### config.mk
export PLATFORM = sky130hd
export DESIGN_NAME = seq_detector_param_flat
export DESIGN_NICKNAME = d
export VERILOG_FILES = /design/src/rtl/seq_detector_param_if.sv /design/src/rtl/seq_detector_param.sv /design/src/flat_wrapper.sv
export SDC_FILE = /design/constraint.sdc
export NUM_CORES = 1
export LEC_CHECK = 0
export CAP_MARGIN = 5
export CELL_PAD_IN_SITES_DETAIL_PLACEMENT = 1
export CELL_PAD_IN_SITES_GLOBAL_PLACEMENT = 1
export CORE_MARGIN = 2
export CORE_UTILIZATION = 39
export DETAILED_ROUTE_END_ITERATION = 8
export GPL_TIMING_DRIVEN = 0
export PLACE_DENSITY_LB_ADDON = 0.3
export SLEW_MARGIN = 10
export SYNTH_ARGS = -nofsm -noshare
export SYNTH_HDL_FRONTEND = slang
export SYNTH_SLANG_ARGS = --single-unit
### constraint.sdc
create_clock -name clk -period 3.1 [get_ports clk]
set_input_delay 0.465 -clock clk [delete_from_list [all_inputs] [get_ports clk]]
set_output_delay 0.465 -clock clk [all_outputs]
set_load 0.01 [all_outputs]
### src/rtl/seq_detector_param_if.sv
// Bus bundle for seq_detector_param.
// Handshake: a bit on din is consumed on a rising clk edge only when din_valid is 1;
// there is no back-pressure, so the detector accepts every valid bit. pat_load takes
// priority over din_valid in the same cycle and drops that bit.
// Signals:
//   din, din_valid   serial bit and its qualifier (master -> detector)
//   overlap_en       1 = overlapping matches, 0 = restart after a match
//   pat_load, pat_in pattern reload strobe and new pattern (MSB = first bit)
//   dout             registered one-cycle match pulse
//   match_count      saturating match counter
//   count_sat        1 while match_count is all ones
//   armed            debug view of the FSM: 1 = ARMED, 0 = FILLING
interface seq_detector_param_if #(
  parameter int PAT_W = 4,
  parameter int CNT_W = 8
);
  logic             din;
  logic             din_valid;
  logic             overlap_en;
  logic             pat_load;
  logic [PAT_W-1:0] pat_in;
  logic             dout;
  logic [CNT_W-1:0] match_count;
  logic             count_sat;
  logic             armed;

  modport master (
    output din, din_valid, overlap_en, pat_load, pat_in,
    input  dout, match_count, count_sat, armed
  );

  modport slave (
    input  din, din_valid, overlap_en, pat_load, pat_in,
    output dout, match_count, count_sat, armed
  );
endinterface

### src/rtl/seq_detector_param.sv
// Parametrised serial sequence detector.
// Shifts qualified serial bits into a history register and raises a registered
// one-cycle pulse when the last PAT_W valid bits equal the loaded pattern.
// Ports:
//   clk  rising-edge clock
//   rst  synchronous active-high reset (highest priority)
//   bus  seq_detector_param_if slave modport (data in, pattern load, match outputs)
// Parameters:
//   PAT_W    pattern length in bits (>=2)
//   PATTERN  pattern loaded at reset, MSB is the first bit received
//   CNT_W    match counter width (>=1)
module seq_detector_param #(
  parameter int             PAT_W   = 4,
  parameter logic [PAT_W-1:0] PATTERN = 4'b1011,
  parameter int             CNT_W   = 8
) (
  input logic                 clk,
  input logic                 rst,
  seq_detector_param_if.slave bus
);
  localparam int FW = $clog2(PAT_W + 1);
  localparam logic [FW-1:0] FILL_MAX = FW'(PAT_W);
  localparam logic [FW-1:0] FILL_ARM = FW'(PAT_W - 1);

  typedef enum logic {
    FILLING = 1'b0,
    ARMED   = 1'b1
  } state_t;

  state_t           state_q, state_d;
  logic [FW-1:0]    fill_q, fill_d;
  logic [PAT_W-1:0] hist_q, hist_d;
  logic [PAT_W-1:0] pat_q, pat_d;
  logic             dout_q, dout_d;
  logic [CNT_W-1:0] cnt_q, cnt_d;
  logic [PAT_W-1:0] next_bits;
  logic             hit;

  assign next_bits = {hist_q[PAT_W-2:0], bus.din};

  always_ff @(posedge clk) begin
    if (rst) begin
      state_q <= FILLING;
      fill_q  <= '0;
      hist_q  <= '0;
      pat_q   <= PATTERN;
      dout_q  <= 1'b0;
      cnt_q   <= '0;
    end else begin
      state_q <= state_d;
      fill_q  <= fill_d;
      hist_q  <= hist_d;
      pat_q   <= pat_d;
      dout_q  <= dout_d;
      cnt_q   <= cnt_d;
    end
  end

  always_comb begin
    fill_d = fill_q;
    hist_d = hist_q;
    pat_d  = pat_q;
    cnt_d  = cnt_q;
    dout_d = 1'b0;
    hit    = 1'b0;
    if (bus.pat_load) begin
      // Reload wipes all partial history so no match can span the load.
      pat_d  = bus.pat_in;
      hist_d = '0;
      fill_d = '0;
      cnt_d  = '0;
    end else if (bus.din_valid) begin
      hist_d = next_bits;
      fill_d = (fill_q == FILL_MAX) ? FILL_MAX : fill_q + 1'b1;
      // fill gates the compare, so stale hist bits after a non-overlap
      // restart can never produce a match.
      hit    = (fill_q >= FILL_ARM) && (next_bits == pat_q);
      dout_d = hit;
      if (hit) begin
        if (!(&cnt_q)) cnt_d = cnt_q + 1'b1;
        if (!bus.overlap_en) fill_d = '0;
      end
    end
    state_d = (fill_d == FILL_MAX) ? ARMED : FILLING;
  end

  assign bus.dout        = dout_q;
  assign bus.match_count = cnt_q;
  assign bus.count_sat   = &cnt_q;
  assign bus.armed       = (state_q == ARMED);
endmodule

### src/flat_wrapper.sv
// flat-port wrapper written by rule: the top's interface ports become plain ports
module seq_detector_param_flat 
#(
  parameter int             PAT_W   = 4,
  parameter logic [PAT_W-1:0] PATTERN = 4'b1011,
  parameter int             CNT_W   = 8
)
  (clk, rst, bus_din, bus_din_valid, bus_overlap_en, bus_pat_load, bus_pat_in, bus_dout, bus_match_count, bus_count_sat, bus_armed);
  seq_detector_param_if #(.PAT_W(PAT_W), .CNT_W(CNT_W)) bus_i ();
  input logic clk;
  input logic rst;
  input wire logic [$bits(bus_i.din)-1:0] bus_din;
  input wire logic [$bits(bus_i.din_valid)-1:0] bus_din_valid;
  input wire logic [$bits(bus_i.overlap_en)-1:0] bus_overlap_en;
  input wire logic [$bits(bus_i.pat_load)-1:0] bus_pat_load;
  input wire logic [$bits(bus_i.pat_in)-1:0] bus_pat_in;
  output wire logic [$bits(bus_i.dout)-1:0] bus_dout;
  output wire logic [$bits(bus_i.match_count)-1:0] bus_match_count;
  output wire logic [$bits(bus_i.count_sat)-1:0] bus_count_sat;
  output wire logic [$bits(bus_i.armed)-1:0] bus_armed;
  assign bus_i.din = bus_din;
  assign bus_i.din_valid = bus_din_valid;
  assign bus_i.overlap_en = bus_overlap_en;
  assign bus_i.pat_load = bus_pat_load;
  assign bus_i.pat_in = bus_pat_in;
  assign bus_dout = bus_i.dout;
  assign bus_match_count = bus_i.match_count;
  assign bus_count_sat = bus_i.count_sat;
  assign bus_armed = bus_i.armed;
  seq_detector_param #(.PAT_W(PAT_W), .PATTERN(PATTERN), .CNT_W(CNT_W)) u_core (.clk(clk), .rst(rst), .bus(bus_i));
endmodule
Yosys cells after proc, flatten, opt, wreduce, memory -nomap -nowiden
Index checks and enable logic that the tools add are counted.
- muxes and demuxes: 6
- eq/ne operators: 3
- bitwise gates (word level): 2
- magnitude comparators: 1
- reductions and logical operators: 5
- add/subtract/negate cells: 2
- operators with widths (cell ; number):
    two-way mux 3 bit ; 5
    adder 8 x 1 -> 8 bit (second input constant) ; 1
    AND reduction 8 bit ; 1
    == test 3 bit (second input constant) ; 2
    == test 4 bit ; 1
    adder 3 x 1 -> 3 bit (second input constant) ; 1
    >= comparator 3 x 2 -> 1 bit (second input constant) ; 1
    AND reduction 3 bit ; 1
    OR reduction 3 bit ; 1
    NOT 1 bit ; 2
    OR reduction 2 bit ; 1
    logical AND 1 bit ; 1
    two-way mux 1 bit ; 1
- word-level logic and storage cells: 25
- register bits after elaboration: 20
- output and inout port bits: 11
- bits of input ports: 10

Longest topological paths before layout
- depth in word-level cells: 8
- gate-level depth with buffers: 8
- depth with buffers taken out: 7

Least setup slack after synthesis
OpenSTA, ideal clock, no wires.
- path kind: flip-flop to flip-flop
- start point: register u_core.cnt_q[0], in the netlist u_core.bus.match_count[0]
- end point: register u_core.cnt_q[7], in the netlist u_core.bus.match_count[7]
- setup time: 0.071 ns
- path buffers: 1
- setup slack: 1.131 ns
- required time: 3.029 ns
- cell stages (with the launch flop): 7
- clock period less this slack: 1.969 ns
- data arrival time: 1.899 ns
- cells stage by stage: dfxtp_1 -> ha_1 -> and4_4 -> or3_1 -> buf_2 -> or4_1 -> a21oi_1
- longest elaborated chain between the ends: 3
- elaborated cells on any way between the ends: 4
- classes of those cells: add/sub: 1; bitwise: 1; reduce/logical: 2
- RTL lines (item ; RTL line ; text):
    start, declared ; seq_detector_param.sv:35 ; logic [CNT_W-1:0] cnt_q, cnt_d;
    start signal, assigned ; seq_detector_param.sv:55 ; cnt_q <= cnt_d;
    AND reduction 8 bit ; - ;
    via bus_count_sat ; flat_wrapper.sv:19 ; output wire logic [$bits(bus_i.count_sat)-1:0] bus_count_sat;
    NOT 1 bit (no line) ; - ;
    AND reduction 3 bit (no line) ; - ;
The timed path passes the listed nets, and every way through them passes these cells.
A chain may end at the register's enable or synchronous reset.

Worst setup path after layout
- start point: register u_core.cnt_q[0], in the netlist u_core.bus.match_count[0]
- end point: output port bus_count_sat
- longest elaborated chain between the ends: 1
- RTL lines (item ; RTL line ; text):
    AND reduction 8 bit ; seq_detector_param.sv:89 ; assign bus.count_sat = &cnt_q;
    end, declared ; flat_wrapper.sv:19 ;
No other way between the ends.

==> impl_metrics.ini <==
[cts]
cts_tree = yes
cts_resized = 0
path_clk_slew_ps = 110
cts_buffers = 3
clockBufferDepth = 2
post_cts_buffers = 0
h-tree-depth = 1
clock_sinks = 20
cts_root_buffer = clkbuf_4
clock_latency_ps = 300
hold_buffers = 0

[placed_design]
gp_congestion = 0.7287
dp_hpwl_mm = 1.806
placed_area_um2 = 1197
dp_cells = 154
dpl_worst_slack_ps = 673.3
port_buffers = 20

[cells_and_area]
fin_area_um2 = 1234
fillers = 281
layout_common_cells = 20 x clkdlybuf4s50_1, 20 x dfxtp_1, 11 x nand2_1
final_nets = 145
area_growth_pct = 28.22
layout.cells.non_filler = 158
drive_above_1_share = 0.07692
n_antenna_cell = 0

[die]
die_area_um2 = 2880
die_w_um = 53.67
core_um2 = 2276
ioPinCount = 21
initial_utilization = 0.4228
rows = 17
die_h_um = 53.67

[logic_synthesis]
ys_types = 34
synth_seq_area_share = 0.4161
synth_area_per_cell_um2 = 9.077
ys_ff_latch = 20
syn-num-nets = 120
syn_area_um2 = 962.2
synth_warnings = 0
syn_inst = 106

[critical_path]
cp_cell_sequence = ha_1 -> and4_4 -> clkdlybuf4s50_1
max_stage_delay_ps = 540
cp.required_ps = 2630
crit_cells = 3
start_kind = flop
reg2reg_slack_ps = 990
endpoint = bus_count_sat
cp_max_fo = 5
end_kind = output port
slowest_stage = clkdlybuf4s50_1
cp-startpoint = u_core.bus.match_count[0]
timing.rr.start = u_core.fill_q[0]
cp_top_family = buffers and inverters
arrival_ps = 1840
path_buf_inv = 1
reg2reg_depth = 8
critPathKind = reg2out
reg2reg_to = u_core.bus.match_count[7]

[timing]
min_period_over_period = 0.7434
timing.final.crit_period_ps = 2304
fin_setup_tns_ps = 0
timing.final.ws_setup_ps = 795.6
setup_viol = 0
slew_headroom = 0.5085
clock_skew_ps = 2.501
report.final.slew_viol_count = 0
fmax_ghz = 0.4339
hold_viol_final = 0
rsz0062_at_grt = no
tightest_slew_ps = 731.7

[status]
run_status = finished clean

[detailed_routing]
drtIter0Drc = 6
vias = 871
wl_per_cell_um = 14.42
drc = 0
dr.pass1.iters = 4
via_per_inst = 5.513
drtAntennaViolNets = 0
drt_wl_total_mm = 2.279

[grt]
grt_pass1_vias = 877
track_usage = 0.1852
grt_start_max_net_pins = 12
grt_overflow = 0
grt_pass1_wl_mm = 3.891
antenna_found_initial = 0

[pwr]
irDropWorstVdd_mv = 0.2751
leakage_uw = 0.0004544
power_density_nw_per_um2 = 376.7

[job]
maxCapViolations = 0

[worst_hold_path]
min_path_type = reg2reg
-- layer usage --
layer | share of wire | vias to the layer above | GRT usage
met1 | 0.48 | 416 | 0.2333
li1 | - | 438 | -
met2 | 0.48 | 15 | 0.3130
met5 | 0 | - | 0
met4 | 0.0061 | 0 | 0.07692
met3 | 0.034 | 2 | 0.02778
-- where the power goes --
part,internal [uW],switching [uW]
registers,262,4.02
logic,23.4,21.7
clock network,71.6,82.2
total,357,108
-- through the flow --
stage / util / hold WS [ps] / power (uW)
floorplan: - / 481.8 / 295.8
global placement: 0.5261 / 483.5 / 314.8
detailed placement: 0.5261 / 504.4 / 316.9
CTS: 0.5421 / 525.1 / 469.7
global route: 0.5421 / 562.0 / 482.1
finish: 0.5421 / 521.5 / 464.8
-- worst reg2reg max path, cell delays in order, from the launching register on --
cell and delay [ps]:
dfxtp_1 400, ha_1 170, ha_1 140, a211o_1 110, nand2_1 90, or3_1 350
buf_2 160, or4_1 470, a21oi_1 160
-- final cells by class --
| cell class | instances | area [um2] | share of cell area |
|---|---|---|---|
| timing repair buffer | 20 | 200.2 | 0.1623 |
| buffer | 4 | 16.27 | 0.01318 |
| multi-input combinational | 78 | 530.5 | 0.4300 |
| clock buffer | 4 | 36.28 | 0.02941 |
| inverter | 4 | 15.01 | 0.01217 |
| sequential | 20 | 400.4 | 0.3245 |
| tap | 28 | 35.03 | 0.02840 |
-- registers in the layout, indices dropped and copies added, names as in the netlist --
| signal | cells |
|---|---|
| u_core.bus.armed | 1 |
| u_core.bus.match_count | 8 |
| u_core.fill_q | 3 |
| u_core.bus.dout | 1 |
| u_core.pat_q | 4 |
| u_core.hist_q | 3 |
-- worst min-delay path by stage --
stage	startpoint	endpoint	slack, ps	cells past startpoint
detailed placement	u_core.bus.match_count[4]	u_core.bus.match_count[4]	500	2
CTS	u_core.bus.match_count[4]	u_core.bus.match_count[4]	530	2
global route	u_core.bus.match_count[7]	u_core.bus.match_count[7]	560	2
global placement	u_core.bus.match_count[7]	u_core.bus.match_count[7]	480	2
finish	u_core.bus.match_count[4]	u_core.bus.match_count[4]	520	2
floorplan	u_core.pat_q[2]	u_core.pat_q[2]	480	2
-- logic make-up (layout without fill, tap and decap cells) --
kind of cell               Yosys count  in the layout  synth area share
and+or+nand+nor                     43             43            0.2432
muxes                                6              6           0.06242
AOI/OAI and AO/OA                   20             20            0.1482
buffers and inverters                8             32           0.03250
adders and majority gates            4              4           0.05202
DFF                                 20             20            0.4161
xor gates and xnor gates             5              5           0.04551
-- Yosys cell counts --
master / count / area share
or2_2: 1 / 0.0065
nand2_1: 11 / 0.043
and3_1: 1 / 0.0065
nand3_1: 1 / 0.0052
a21oi_1: 5 / 0.026
a211oi_1: 1 / 0.0078
o41ai_1: 1 / 0.0091
and4_4: 2 / 0.023
a211o_1: 4 / 0.036
or3_1: 4 / 0.026
nor4_1: 1 / 0.0065
nand4b_1: 1 / 0.0091
o21ai_0: 3 / 0.016
mux2i_1: 6 / 0.062
o32ai_1: 2 / 0.018
a221oi_1: 1 / 0.0091
dfxtp_1: 20 / 0.42
nand4_1: 4 / 0.026
buf_1: 1 / 0.0039
nor2b_1: 4 / 0.026
or3_2: 1 / 0.0078
o311ai_0: 1 / 0.0091
xor2_1: 1 / 0.0091
xnor2_1: 4 / 0.036
inv_1: 4 / 0.016
a31o_2: 1 / 0.0091
clkbuf_1: 2 / 0.0078
o31ai_1: 1 / 0.0078
nor2_1: 7 / 0.027
ha_1: 4 / 0.052
nand2b_1: 1 / 0.0065
nor3_1: 3 / 0.016
or4_1: 1 / 0.0078
buf_2: 1 / 0.0052
Note: power is estimated with default switching activity, not from simulation.
